===== config.mk =====
export PLATFORM = sky130hd
export DESIGN_NAME = axi4lite_master_flat
export DESIGN_NICKNAME = d
export VERILOG_FILES = /design/src/rtl/axi4lite_master_if.sv /design/src/rtl/axi4lite_master.sv /design/src/flat_wrapper.sv
export SDC_FILE = /design/constraint.sdc
export NUM_CORES = 1
export LEC_CHECK = 0
export BUFFER_PORTS_ARGS = -buffer_cell sky130_fd_sc_hd__buf_2
export CAP_MARGIN = 15
export CORE_UTILIZATION = 52
export CTS_BUF_LIST = sky130_fd_sc_hd__clkbuf_2
export CTS_CLUSTER_DIAMETER = 30
export DETAILED_ROUTE_END_ITERATION = 7
export PLACE_DENSITY_LB_ADDON = 0.05
export SYNTH_ARGS = -nofsm -noshare
export SYNTH_HDL_FRONTEND = slang
export SYNTH_SLANG_ARGS = --single-unit

===== constraint.sdc =====
create_clock -name ACLK -period 2.81 [get_ports ACLK]
set_input_delay 0.562 -clock ACLK [delete_from_list [all_inputs] [get_ports ACLK]]
set_output_delay 0.562 -clock ACLK [all_outputs]
set_load 0.01 [all_outputs]

===== src/rtl/axi4lite_master_if.sv =====
// AXI4-Lite bus bundle between the command-driven master and a responder.
// Master modport drives AW/W/AR channels and B/R ready; slave modport is the mirror.
interface axi4lite_master_if #(
  parameter int unsigned ADDR_WIDTH = 4,
  parameter int unsigned DATA_WIDTH = 32
);
  logic [ADDR_WIDTH-1:0] AWADDR;
  logic                  AWVALID;
  logic                  AWREADY;
  logic [DATA_WIDTH-1:0] WDATA;
  logic [3:0]            WSTRB;
  logic                  WVALID;
  logic                  WREADY;
  logic [1:0]            BRESP;
  logic                  BVALID;
  logic                  BREADY;
  logic [ADDR_WIDTH-1:0] ARADDR;
  logic                  ARVALID;
  logic                  ARREADY;
  logic [DATA_WIDTH-1:0] RDATA;
  logic [1:0]            RRESP;
  logic                  RVALID;
  logic                  RREADY;

  modport master (
    output AWADDR, AWVALID, WDATA, WSTRB, WVALID, BREADY, ARADDR, ARVALID, RREADY,
    input  AWREADY, WREADY, BRESP, BVALID, ARREADY, RDATA, RRESP, RVALID
  );

  modport slave (
    input  AWADDR, AWVALID, WDATA, WSTRB, WVALID, BREADY, ARADDR, ARVALID, RREADY,
    output AWREADY, WREADY, BRESP, BVALID, ARREADY, RDATA, RRESP, RVALID
  );
endinterface


===== src/rtl/axi4lite_master.sv =====
// Single-outstanding AXI4-Lite initiator driven by a cmd/rsp handshake.
// Define AXI4LITE_MASTER_TIMEOUT_EN to add a per-transaction watchdog (TIMEOUT_CYCLES).
module axi4lite_master #(
  parameter int unsigned DATA_WIDTH     = 32,
  parameter int unsigned ADDR_WIDTH     = 4,
  parameter int unsigned TIMEOUT_CYCLES = 256
) (
  input  logic                  ACLK,
  input  logic                  ARESETN,
  input  logic                  cmd_valid,
  output logic                  cmd_ready,
  input  logic                  cmd_write,
  input  logic [ADDR_WIDTH-1:0] cmd_addr,
  input  logic [DATA_WIDTH-1:0] cmd_wdata,
  input  logic [3:0]            cmd_wstrb,
  output logic                  rsp_valid,
  input  logic                  rsp_ready,
  output logic [DATA_WIDTH-1:0] rsp_rdata,
  output logic [1:0]            rsp_resp,
  output logic                  rsp_timeout,
  axi4lite_master_if.master     axi
);

  localparam logic [2:0] IDLE         = 3'd0;
  localparam logic [2:0] WR_ADDR_DATA = 3'd1;
  localparam logic [2:0] WR_RESP      = 3'd2;
  localparam logic [2:0] RD_ADDR      = 3'd3;
  localparam logic [2:0] RD_DATA      = 3'd4;
  localparam logic [2:0] RSP          = 3'd5;

  logic [2:0] state_q, state_d;
  logic       cmd_fire, b_fire, ar_fire, r_fire, rsp_fire;
  logic       aw_pending, w_pending, timeout_hit;

  // Gated by ARESETN so cmd_ready is low during reset yet high right after release.
  assign cmd_ready  = ARESETN && (state_q == IDLE);
  assign cmd_fire   = cmd_valid && cmd_ready;
  assign b_fire     = axi.BVALID && axi.BREADY;
  assign ar_fire    = axi.ARVALID && axi.ARREADY;
  assign r_fire     = axi.RVALID && axi.RREADY;
  assign rsp_fire   = rsp_valid && rsp_ready;
  assign aw_pending = axi.AWVALID && !axi.AWREADY;
  assign w_pending  = axi.WVALID && !axi.WREADY;

  always_comb begin
    state_d = state_q;
    case (state_q)
      IDLE:         if (cmd_fire) state_d = cmd_write ? WR_ADDR_DATA : RD_ADDR;
      WR_ADDR_DATA: if (!aw_pending && !w_pending) state_d = WR_RESP;
      WR_RESP:      if (b_fire) state_d = RSP;
      RD_ADDR:      if (ar_fire) state_d = RD_DATA;
      RD_DATA:      if (r_fire) state_d = RSP;
      RSP:          if (rsp_fire) state_d = IDLE;
      default:      state_d = IDLE;
    endcase
    if (timeout_hit) state_d = RSP;
  end

  always_ff @(posedge ACLK or negedge ARESETN) begin
    if (!ARESETN) begin
      state_q     <= IDLE;
      axi.AWADDR  <= '0;
      axi.AWVALID <= 1'b0;
      axi.WDATA   <= '0;
      axi.WSTRB   <= '0;
      axi.WVALID  <= 1'b0;
      axi.BREADY  <= 1'b0;
      axi.ARADDR  <= '0;
      axi.ARVALID <= 1'b0;
      axi.RREADY  <= 1'b0;
      rsp_valid   <= 1'b0;
      rsp_rdata   <= '0;
      rsp_resp    <= '0;
    end else begin
      state_q <= state_d;
      case (state_q)
        IDLE: begin
          if (cmd_fire && cmd_write) begin
            axi.AWADDR  <= cmd_addr;
            axi.WDATA   <= cmd_wdata;
            axi.WSTRB   <= cmd_wstrb;
            axi.AWVALID <= 1'b1;
            axi.WVALID  <= 1'b1;
          end else if (cmd_fire) begin
            axi.ARADDR  <= cmd_addr;
            axi.ARVALID <= 1'b1;
          end
        end
        WR_ADDR_DATA: begin
          if (axi.AWREADY) axi.AWVALID <= 1'b0;
          if (axi.WREADY) axi.WVALID <= 1'b0;
          if (state_d == WR_RESP) axi.BREADY <= 1'b1;
        end
        WR_RESP: begin
          if (b_fire) begin
            axi.BREADY <= 1'b0;
            rsp_resp   <= axi.BRESP;
            rsp_rdata  <= '0;
            rsp_valid  <= 1'b1;
          end
        end
        RD_ADDR: begin
          if (ar_fire) begin
            axi.ARVALID <= 1'b0;
            axi.RREADY  <= 1'b1;
          end
        end
        RD_DATA: begin
          if (r_fire) begin
            axi.RREADY <= 1'b0;
            rsp_rdata  <= axi.RDATA;
            rsp_resp   <= axi.RRESP;
            rsp_valid  <= 1'b1;
          end
        end
        RSP: begin
          if (rsp_fire) rsp_valid <= 1'b0;
        end
        default: ;
      endcase
      // Watchdog abandons the bus transaction and reports SLVERR.
      if (timeout_hit) begin
        axi.AWVALID <= 1'b0;
        axi.WVALID  <= 1'b0;
        axi.BREADY  <= 1'b0;
        axi.ARVALID <= 1'b0;
        axi.RREADY  <= 1'b0;
        rsp_valid   <= 1'b1;
        rsp_resp    <= 2'b10;
        rsp_rdata   <= '0;
      end
    end
  end

`ifdef AXI4LITE_MASTER_TIMEOUT_EN
  logic [15:0] cnt_q;
  logic        busy, rsp_timeout_q;

  assign busy        = (state_q != IDLE) && (state_q != RSP);
  // cnt_q is 1 in the first cycle after acceptance, so the hit lands TIMEOUT_CYCLES in.
  assign timeout_hit = busy && (cnt_q == 16'(TIMEOUT_CYCLES - 1));
  assign rsp_timeout = rsp_timeout_q;

  always_ff @(posedge ACLK or negedge ARESETN) begin
    if (!ARESETN) begin
      cnt_q         <= '0;
      rsp_timeout_q <= 1'b0;
    end else begin
      if (cmd_fire) cnt_q <= 16'd1;
      else if (state_d == RSP) cnt_q <= '0;
      else if (busy) cnt_q <= cnt_q + 16'd1;
      if (timeout_hit) rsp_timeout_q <= 1'b1;
      else if (rsp_fire) rsp_timeout_q <= 1'b0;
    end
  end
`else
  logic unused_timeout_cfg;
  assign unused_timeout_cfg = ^TIMEOUT_CYCLES;
  assign timeout_hit        = 1'b0;
  assign rsp_timeout        = 1'b0;
`endif

endmodule


===== src/flat_wrapper.sv =====
// flat-port wrapper written by rule: the top's interface ports become plain ports
module axi4lite_master_flat 
#(
  parameter int unsigned DATA_WIDTH     = 32,
  parameter int unsigned ADDR_WIDTH     = 4,
  parameter int unsigned TIMEOUT_CYCLES = 256
)
  (ACLK, ARESETN, cmd_valid, cmd_ready, cmd_write, cmd_addr, cmd_wdata, cmd_wstrb, rsp_valid, rsp_ready, rsp_rdata, rsp_resp, rsp_timeout, axi_AWADDR, axi_AWVALID, axi_WDATA, axi_WSTRB, axi_WVALID, axi_BREADY, axi_ARADDR, axi_ARVALID, axi_RREADY, axi_AWREADY, axi_WREADY, axi_BRESP, axi_BVALID, axi_ARREADY, axi_RDATA, axi_RRESP, axi_RVALID);
  axi4lite_master_if #(.ADDR_WIDTH(ADDR_WIDTH), .DATA_WIDTH(DATA_WIDTH)) axi_i ();
  input  logic ACLK;
  input  logic ARESETN;
  input  logic cmd_valid;
  output logic cmd_ready;
  input  logic cmd_write;
  input  logic [ADDR_WIDTH-1:0] cmd_addr;
  input  logic [DATA_WIDTH-1:0] cmd_wdata;
  input  logic [3:0] cmd_wstrb;
  output logic rsp_valid;
  input  logic rsp_ready;
  output logic [DATA_WIDTH-1:0] rsp_rdata;
  output logic [1:0] rsp_resp;
  output logic rsp_timeout;
  output wire logic [$bits(axi_i.AWADDR)-1:0] axi_AWADDR;
  output wire logic [$bits(axi_i.AWVALID)-1:0] axi_AWVALID;
  output wire logic [$bits(axi_i.WDATA)-1:0] axi_WDATA;
  output wire logic [$bits(axi_i.WSTRB)-1:0] axi_WSTRB;
  output wire logic [$bits(axi_i.WVALID)-1:0] axi_WVALID;
  output wire logic [$bits(axi_i.BREADY)-1:0] axi_BREADY;
  output wire logic [$bits(axi_i.ARADDR)-1:0] axi_ARADDR;
  output wire logic [$bits(axi_i.ARVALID)-1:0] axi_ARVALID;
  output wire logic [$bits(axi_i.RREADY)-1:0] axi_RREADY;
  input wire logic [$bits(axi_i.AWREADY)-1:0] axi_AWREADY;
  input wire logic [$bits(axi_i.WREADY)-1:0] axi_WREADY;
  input wire logic [$bits(axi_i.BRESP)-1:0] axi_BRESP;
  input wire logic [$bits(axi_i.BVALID)-1:0] axi_BVALID;
  input wire logic [$bits(axi_i.ARREADY)-1:0] axi_ARREADY;
  input wire logic [$bits(axi_i.RDATA)-1:0] axi_RDATA;
  input wire logic [$bits(axi_i.RRESP)-1:0] axi_RRESP;
  input wire logic [$bits(axi_i.RVALID)-1:0] axi_RVALID;
  assign axi_AWADDR = axi_i.AWADDR;
  assign axi_AWVALID = axi_i.AWVALID;
  assign axi_WDATA = axi_i.WDATA;
  assign axi_WSTRB = axi_i.WSTRB;
  assign axi_WVALID = axi_i.WVALID;
  assign axi_BREADY = axi_i.BREADY;
  assign axi_ARADDR = axi_i.ARADDR;
  assign axi_ARVALID = axi_i.ARVALID;
  assign axi_RREADY = axi_i.RREADY;
  assign axi_i.AWREADY = axi_AWREADY;
  assign axi_i.WREADY = axi_WREADY;
  assign axi_i.BRESP = axi_BRESP;
  assign axi_i.BVALID = axi_BVALID;
  assign axi_i.ARREADY = axi_ARREADY;
  assign axi_i.RDATA = axi_RDATA;
  assign axi_i.RRESP = axi_RRESP;
  assign axi_i.RVALID = axi_RVALID;
  axi4lite_master #(.DATA_WIDTH(DATA_WIDTH), .ADDR_WIDTH(ADDR_WIDTH), .TIMEOUT_CYCLES(TIMEOUT_CYCLES)) u_core (.ACLK(ACLK), .ARESETN(ARESETN), .cmd_valid(cmd_valid), .cmd_ready(cmd_ready), .cmd_write(cmd_write), .cmd_addr(cmd_addr), .cmd_wdata(cmd_wdata), .cmd_wstrb(cmd_wstrb), .rsp_valid(rsp_valid), .rsp_ready(rsp_ready), .rsp_rdata(rsp_rdata), .rsp_resp(rsp_resp), .rsp_timeout(rsp_timeout), .axi(axi_i));
endmodule

==> impl_metrics.json, run 1 <==
{
  "root_buffer": "clkbuf_2",
  "drc": 0,
  "cts_max_level": 3,
  "yosysWarnings": 0,
  "finalSetupViolCount": 0,
  "drtPass1Iterations": 6,
  "final.setup.tns_ns": 0,
  "numPortBuffers": 170,
  "power_density_nw_per_um2": 886,
  "placementRows": 30,
  "crit_fanout": 14,
  "vias_per_cell": 5.28,
  "die_w_um": 85.4,
  "ant_nets": 0,
  "synth_top_area_share_pct": 60.2,
  "fill_cells": 535,
  "post-route-min-period_ns": 2.34,
  "cts_hold_buf": 0,
  "crit_arrival_ns": 1.78,
  "synth-seq-cells": 87,
  "grt_overflow": 0,
  "wirelength_um": 8200,
  "drt_iter0_markers": 137,
  "nets": 490,
  "synth.avg_cell_area_sq_um": 15.6,
  "fin_crit_sh_pct": 83.4,
  "insertion_delay_ns": 0.50,
  "relSlewSlack_pct": 51.0,
  "grt_pass1_wl_um": 13100,
  "core_area_sq_um": 6760,
  "io_pins": 172,
  "clock-sinks": 87,
  "final_cell_mix": "buf_2, dfrtp_1, mux2_4, a22o_1, clkbuf_2",
  "hold_violations": 0,
  "place.gp.congestion": 0.835,
  "drv_cap": 0,
  "final_common_cell": "buf_2",
  "p_total_mw": 4.09,
  "diodes": 0,
  "worst_slew_pin_slew_ns": 0.736,
  "numCtsBuffers": 9,
  "required_ns": 2.25,
  "post_cts_resized": 0,
  "fin_worst_skew_ns": 0.0265,
  "ir_drop_uv": 495,
  "routedWlPerCell_um": 16.8,
  "synthDistinctLibCells": 37,
  "fp.dieH_um": 85.4,
  "synth_flop_cell": "dfrtp_1",
  "criticalPathCategory": "register to primary output",
  "hold_class": "input port to async pin",
  "leakagePower_nw": 2.59,
  "dp.final_hpwl_um": 5840,
  "status": "finished, final reports clean",
  "rsz0062_at_grt": "false",
  "start_util_pct": 53.5,
  "netlist_area_sq_um": 3610,
  "dieArea_sq_um": 7290,
  "grt_use_total_pct": 23.6,
  "syn-instance-count": 232,
  "end_kind": "primary output",
  "grt_pass1_vias": 2469,
  "drive_gt1_share_pct": 59.2,
  "seq_area_frac_synth_pct": 60.2,
  "async_flop_share_pct": 100,
  "synth_nets": 318,
  "vias": 2581,
  "tritoncts": "yes",
  "grt_start_max_net_pins": 88,
  "synth-edff-count": 0,
  "syn2layout_area_growth_pct": 27.6,
  "cts_setup_buffers": 0,
  "start_kind": "register",
  "synth_area_leaders": "dfrtp_1, mux2_4, a22o_1, mux2_2, buf_6",
  "clkTransAtPathRegs_ns": 0.24,
  "antenna_found_initial": 0,
  "yosys.area.top_type": "dfrtp_1",
  "max_freq_mhz": 427,
  "finalMaxSlewViolations": 0,
  "clk_path_buf_depth": 2
}
kinds of logic after synthesis:
group                  share of synthesized area (%)
DFF                                             60.2
and+or+nand+nor                                 5.64
buffers and inverters                           3.53
AOI/OAI and AO/OA                               11.4
muxes                                           19.1
other                                          0.104
power by group:
part           switching [mW]  leakage, nW  internal [mW]
Combinational           0.693         1.43          0.902
Sequential              0.288         1.11           1.67
Clock                   0.422       0.0496          0.115
path summary, 6_finish.rpt:
| kind | to | startpoint | slack, ns | cells after the start |
|---|---|---|---|---|
| setup / recovery | cmd_ready | u_core.state_q[1] | 0.47 | 2 |
| hold / removal | u_core.rsp_rdata[2] | ARESETN | 0.08 | 2 |
| setup reg to reg | u_core.rsp_rdata[19] | u_core.state_q[1] | 0.77 | 4 |
| hold reg to reg | u_core.rsp_rdata[6] | u_core.rsp_rdata[6] | 0.52 | 1 |
| max in group asynchronous | u_core.state_q[0] | ARESETN | 2.13 | 3 |
| min in group ACLK | u_core.axi.WVALID | axi_WREADY | 0.23 | 2 |
through the flow:
step           setup slack (ns)  instances  instance area [sq um]  util (%)  hold WS (ns)
2_1_floorplan              1.11        232                   3610         -         0.266
3_3_place_gp              0.780        472                   4490      66.5         0.479
3_5_place_dp              0.769        472                   4490      66.5         0.476
4_1_cts                   0.418        488                   4590      67.9         0.183
5_1_grt                   0.317        489                   4610      68.3        0.0459
6_report                  0.466        489                   4610      68.3        0.0782
sequential cells by signal, indices dropped and copies added, names as in the netlist:
register,count
u_core.axi.WDATA,32
u_core.rsp_rdata,32
u_core.axi.ARADDR,4
u_core.axi.AWADDR,4
u_core.axi.WSTRB,4
u_core.state_q,3
u_core.rsp_resp,2
u_core.axi.ARVALID,1
u_core.axi.AWVALID,1
u_core.axi.BREADY,1
u_core.axi.RREADY,1
u_core.axi.WVALID,1
u_core.rsp_valid,1
critical path: stages (launching register included):
cell and delay [ns]:
dfrtp_1 0.58, nor4b_4 0.51, buf_2 0.22
cell type report:
cell class / instances / area (sq um) / area share (%)
flip-flops and latches: 87 / 2180 / 47.2
multi-input cells: 126 / 1310 / 28.4
repair buffers: 176 / 918 / 19.9
well taps: 80 / 100 / 2.17
clock inverters: 7 / 47.5 / 1.03
clock buffers: 9 / 45.0 / 0.976
inverters: 4 / 15.0 / 0.325
routing by layer:
metal / wire [um] / vias up / global-route usage [%]
met3: 608 / 9 / 5.25
met4: 103 / 0 / 8.33
met2: 3860 / 127 / 36.1
met5: 0 / - / 0
li1: - / 1204 / -
met1: 3630 / 1241 / 33.4
Yosys cell counts, types with 2 or more instances:
master and number:
mux2_4 40, buf_6 5, buf_2 3, o2bb2ai_1 2
nor3b_1 3, o311ai_0 2, inv_1 4, a21oi_1 3
nor2b_1 3, and4b_1 2, clkbuf_1 3, nand2_1 5
a22o_1 32, a31oi_1 3, buf_4 4, nand3_1 3
mux2_2 8, dfrtp_1 87, nand3b_1 2
(Power assumes the default switching activity.)
==> inputs of run 2 (changes only) <==
Settings changed: CORE_UTILIZATION 52 to 43.
Clock period 2.81 ns to 2.1 ns, I/O delays scaled along.
==> impl_metrics.json, run 2 (synthesis gave the netlist of run 1 again) <==
{
  "grt_pass1_wl_um": 12300,
  "criticalPathCategory": "input port to primary output",
  "placementRows": 33,
  "vias": 2586,
  "insertion_delay_ns": 0.53,
  "diodes": 0,
  "reg2reg_depth": 6,
  "numPortBuffers": 170,
  "ant_nets": 0,
  "reg_top3": "u_core.axi.WDATA: 32 flops, u_core.rsp_rdata: 32 flops",
  "place.gp.congestion": 0.756,
  "grt_pass1_vias": 2485,
  "whs_endpoint": "u_core.axi.WVALID",
  "drt_iter0_markers": 47,
  "r2r-end": "u_core.rsp_rdata[31]",
  "path_cells": "dlygate4sd3_1 > buf_4 > nor4b_4 > buf_4 > buf_2",
  "drv_cap": 0,
  "grt_start_max_net_pins": 51,
  "clk_path_buf_depth": 2,
  "post-route-min-period_ns": 2.05,
  "drc": 0,
  "final.setup.tns_ns": 0,
  "leakagePower_nw": 2.66,
  "tritoncts": "yes",
  "ff2ff_setup_slack_ns": 0.38,
  "fin_crit_sh_pct": 97.5,
  "max_freq_mhz": 488,
  "min_from": "axi_WREADY",
  "hold_violations": 0,
  "dp_slack_ns": 0.319,
  "cp_slowest_cell": "dlygate4sd3_1",
  "clkTransAtPathRegs_ns": 0.23,
  "dieArea_sq_um": 8780,
  "drive_gt1_share_pct": 60.9,
  "p_total_mw": 5.71,
  "wirelength_um": 8180,
  "fill_cells": 698,
  "ir_drop_uv": 684,
  "end_kind": "primary output",
  "routedWlPerCell_um": 15.6,
  "finalSetupViolCount": 0,
  "status": "finished, final reports clean",
  "fin_worst_skew_ns": 0.0275,
  "cpPeakStageDelay_ns": 0.57,
  "fp.dieH_um": 93.7,
  "root_buffer": "clkbuf_2",
  "antenna_found_initial": 0,
  "grt_use_total_pct": 18.9,
  "nets": 500,
  "crit_fanout": 4,
  "hold_depth": 2,
  "core_area_sq_um": 8180,
  "io_pins": 172,
  "finalMaxSlewViolations": 0,
  "relSlewSlack_pct": 59.7,
  "crit_arrival_ns": 1.63,
  "grt_overflow": 0,
  "final_common_cell": "buf_2",
  "final_cell_mix": "buf_2, dfrtp_1, mux2_4, a22o_1, buf_4",
  "hold_class": "input port to register",
  "start_kind": "input port",
  "crit-reg2reg-launch": "u_core.state_q[1]",
  "numCtsBuffers": 9,
  "dp.final_hpwl_um": 5750,
  "power_density_nw_per_um2": 1200,
  "clock-sinks": 87,
  "die_w_um": 93.7,
  "rsz0062_at_grt": "false",
  "start_util_pct": 44.2,
  "required_ns": 1.68,
  "syn2layout_area_growth_pct": 31.4,
  "setup_slack_ns": 0.0516,
  "crit_top_cell": "buf_4",
  "drtPass1Iterations": 6,
  "worst_slew_pin_slew_ns": 0.605,
  "cts_max_level": 3,
  "vias_per_cell": 4.94
}
-- run 2: area by class of cell --
class	instances	area, sq um	area share (%)
Sequential cell	87	2180	45.9
Multi-Input combinational cell	126	1310	27.6
Timing Repair Buffer	186	991	20.9
Tap cell	105	131	2.77
Clock inverter	7	77.6	1.63
Clock buffer	9	45.0	0.948
Inverter	4	15.0	0.316
-- run 2: what timing repair did --
action                                 in CTS  in global routing
endpoints found under the hold margin      37                  1
pin swaps                                   1                  1
resized for setup                           3                  0
setup buffers                               4                  1
setup endpoints to repair                   1                  1
hold buffers                                1                  1
-- run 2: critical path, delay by kind of cell --
kind	cells	cell delay, ns
buf+inv	4	1.00
simple gates	1	0.21
-- run 2: worst max path at each step --
stage,cells past startpoint,endpoint,start,slack [ns]
final,5,cmd_ready,ARESETN,0.05
after floorplan,5,u_core.axi.AWADDR[0],u_core.state_q[0],0.40
after global routing,3,cmd_ready,u_core.state_q[0],0.009
after detailed placement,4,u_core.axi.ARADDR[2],u_core.state_q[1],0.32
after CTS,3,cmd_ready,u_core.state_q[0],0.05
after global placement,4,u_core.axi.ARADDR[0],u_core.state_q[1],0.36
-- run 2: routing by layer --
metal  share of wire [%]  GRT usage, %  vias to the layer above
met2                  47          29.6                      109
met1                  43          24.9                     1249
met4                 1.1          7.44                        0
met3                 8.0          5.34                        8
li1                    -             -                     1220
met5                   0             0                        -
-- run 2: per-stage QoR --
| step | hold slack (ns) | cell area, sq um | instances | util, % |
|---|---|---|---|---|
| global route | 0.000635 | 4750 | 524 | 58.1 |
| floorplan | 0.124 | 3610 | 232 | - |
| global placement | 0.478 | 4570 | 501 | 55.9 |
| finish | 0.0595 | 4750 | 524 | 58.1 |
| detailed placement | 0.479 | 4570 | 501 | 55.9 |
| CTS | 0.00152 | 4730 | 522 | 57.9 |
-- run 2: power breakdown --
part / internal [mW] / switching [mW] / total [mW]
logic: 1.27 / 0.995 / 2.26
registers: 2.24 / 0.333 / 2.57
clock network: 0.289 / 0.590 / 0.878
==> inputs of run 3 (changes only) <==
Settings changed: PLACE_DENSITY_LB_ADDON 0.05 to 0.15.
==> impl_metrics.json, run 3 (synthesis gave the netlist of run 1 again) <==
{
  "final.setup.tns_ns": 0,
  "numPortBuffers": 170,
  "fin_crit_sh_pct": 91.6,
  "cts_max_level": 3,
  "start_util_pct": 44.2,
  "vias": 2599,
  "power_density_nw_per_um2": 1190,
  "dieArea_sq_um": 8780,
  "layoutNonFillerInstCount": 519,
  "grt_use_total_pct": 18.1,
  "r2r-end": "u_core.axi.WDATA[23]",
  "nets": 495,
  "antenna_found_initial": 0,
  "clk_path_buf_depth": 2,
  "hold_class": "input port to register",
  "root_buffer": "clkbuf_2",
  "reg2reg_depth": 5,
  "crit-reg2reg-launch": "u_core.state_q[2]",
  "grt_pass1_wl_um": 12100,
  "numCtsBuffers": 9,
  "comb_power_share_pct": 38.3,
  "crit_fanout": 13,
  "drc": 0,
  "ff2ff_setup_slack_ns": 0.32,
  "rsz0062_at_grt": "false",
  "clockPowerShare_pct": 14.7,
  "fin_worst_skew_ns": 0.0356,
  "hold_violations": 0,
  "intPower_mw": 3.73,
  "wirelength_um": 7970,
  "clkTransAtPathRegs_ns": 0.25,
  "ant_nets": 0,
  "die_w_um": 93.7,
  "grt_overflow": 0,
  "min_from": "axi_AWREADY",
  "leakagePower_nw": 2.63,
  "final_common_cell": "buf_2",
  "drtPass1Iterations": 4,
  "worst_slew_pin_slew_ns": 0.595,
  "place.gp.congestion": 0.813,
  "fill_cells": 730,
  "fp.dieH_um": 93.7,
  "io_pins": 172,
  "start_kind": "register",
  "routedWlPerCell_um": 15.4,
  "p_sw_mw": 1.86,
  "drt_iter0_markers": 62,
  "syn2layout_area_growth_pct": 30.2,
  "status": "finished, final reports clean",
  "criticalPathCategory": "register to primary output",
  "diodes": 0,
  "grt_pass1_vias": 2362,
  "seq_power_share_pct": 46.9,
  "drive_gt1_share_pct": 59.9,
  "tritoncts": "yes",
  "vias_per_cell": 5.01,
  "dp.final_hpwl_um": 5800,
  "crit_arrival_ns": 1.50,
  "insertion_delay_ns": 0.50,
  "drv_cap": 0,
  "final_cell_mix": "buf_2, dfrtp_1, mux2_4, a22o_1",
  "whs_endpoint": "u_core.axi.AWVALID",
  "place_inst": 500,
  "post-route-min-period_ns": 1.92,
  "swShare_pct": 33.2,
  "max_freq_mhz": 520,
  "end_kind": "primary output",
  "placementRows": 33,
  "relSlewSlack_pct": 60.3,
  "finalSetupViolCount": 0,
  "hold_depth": 2,
  "reg_top3": "u_core.axi.WDATA: 32 flops, u_core.rsp_rdata: 32 flops",
  "core_area_sq_um": 8180,
  "cp_slowest_cell": "dfrtp_2",
  "required_ns": 1.68,
  "finalMaxSlewViolations": 0,
  "clock-sinks": 87,
  "ir_drop_uv": 465,
  "cpPeakStageDelay_ns": 0.54,
  "grt_start_max_net_pins": 50,
  "path_cells": "nor4b_4 > buf_2"
}
## run 3: cell count changes in the layout (fill, tap and decap cells not counted)
cell	previous run	this run
dfrtp_2	3	2
dfrtp_1	84	85
clkinv_1	0	1
clkinvlp_4	1	2
buf_4	14	9
inv_6	3	1
## run 3: how the worst max path moves through the flow
stage / slack, ns / start / to / depth (start not counted)
4_1_cts: 0.04 / u_core.state_q[2] / cmd_ready / 2
3_3_place_gp: 0.30 / u_core.state_q[2] / u_core.rsp_rdata[20] / 5
5_1_grt: 0.05 / u_core.state_q[1] / cmd_ready / 2
2_1_floorplan: 0.40 / u_core.state_q[0] / u_core.axi.AWADDR[0] / 5
3_5_place_dp: 0.27 / u_core.state_q[1] / u_core.axi.ARADDR[0] / 3
6_report: 0.18 / u_core.state_q[2] / cmd_ready / 2
## run 3: repair_timing
action,CTS,global route
pin swaps,1,0
gates resized for setup,0,2
buffers inserted,1,0
hold endpoints to repair,28,0
endpoints found under the setup margin,1,1
hold buffers,2,0
## run 3: power groups by stage
stage | registers (mW) | clock network, mW | logic [mW]
3_3_place_gp | 2.64 | 0 | 2.12
6_report | 2.62 | 0.824 | 2.14
2_1_floorplan | 2.84 | 0 | 1.09
3_5_place_dp | 2.65 | 0 | 2.16
5_1_grt | 2.70 | 0.951 | 2.31
4_1_cts | 2.62 | 0.873 | 2.17
## run 3: per-stage QoR
stage | hold slack, ns | cell area (sq um) | power [mW] | util [%] | worst slack, ns
2_1_floorplan | 0.124 | 3610 | 3.94 | - | 0.397
3_3_place_gp | 0.480 | 4560 | 4.75 | 55.8 | 0.304
3_5_place_dp | 0.477 | 4560 | 4.81 | 55.8 | 0.266
4_1_cts | 0.00735 | 4700 | 5.67 | 57.5 | 0.0415
5_1_grt | 0.00997 | 4710 | 5.97 | 57.6 | 0.0474
6_report | 0.0741 | 4710 | 5.59 | 57.6 | 0.176
## run 3: final cells by class
class	instances	area (sq um)	area share (%)
Sequential cell	87	2180	46.3
Multi-Input combinational cell	126	1310	27.8
Timing Repair Buffer	181	953	20.3
Tap cell	105	131	2.79
Clock inverter	7	71.3	1.52
Clock buffer	9	45.0	0.957
Inverter	4	15.0	0.319
## run 3: critical path, delay by kind of cell (launching register included)
| family | cells | cell delay [ns] |
|---|---|---|
| buffers and inverters | 1 | 0.18 |
| AND/OR/NAND/NOR | 1 | 0.32 |
| flip-flops | 1 | 0.54 |
## run 3: layer usage
metal / track usage (%) / wire length (um) / vias up
met5: 0 / 0 / -
met4: 7.69 / 130 / 0
met3: 4.37 / 542 / 11
met2: 27.5 / 3730 / 113
met1: 24.8 / 3560 / 1259
li1: - / - / 1216
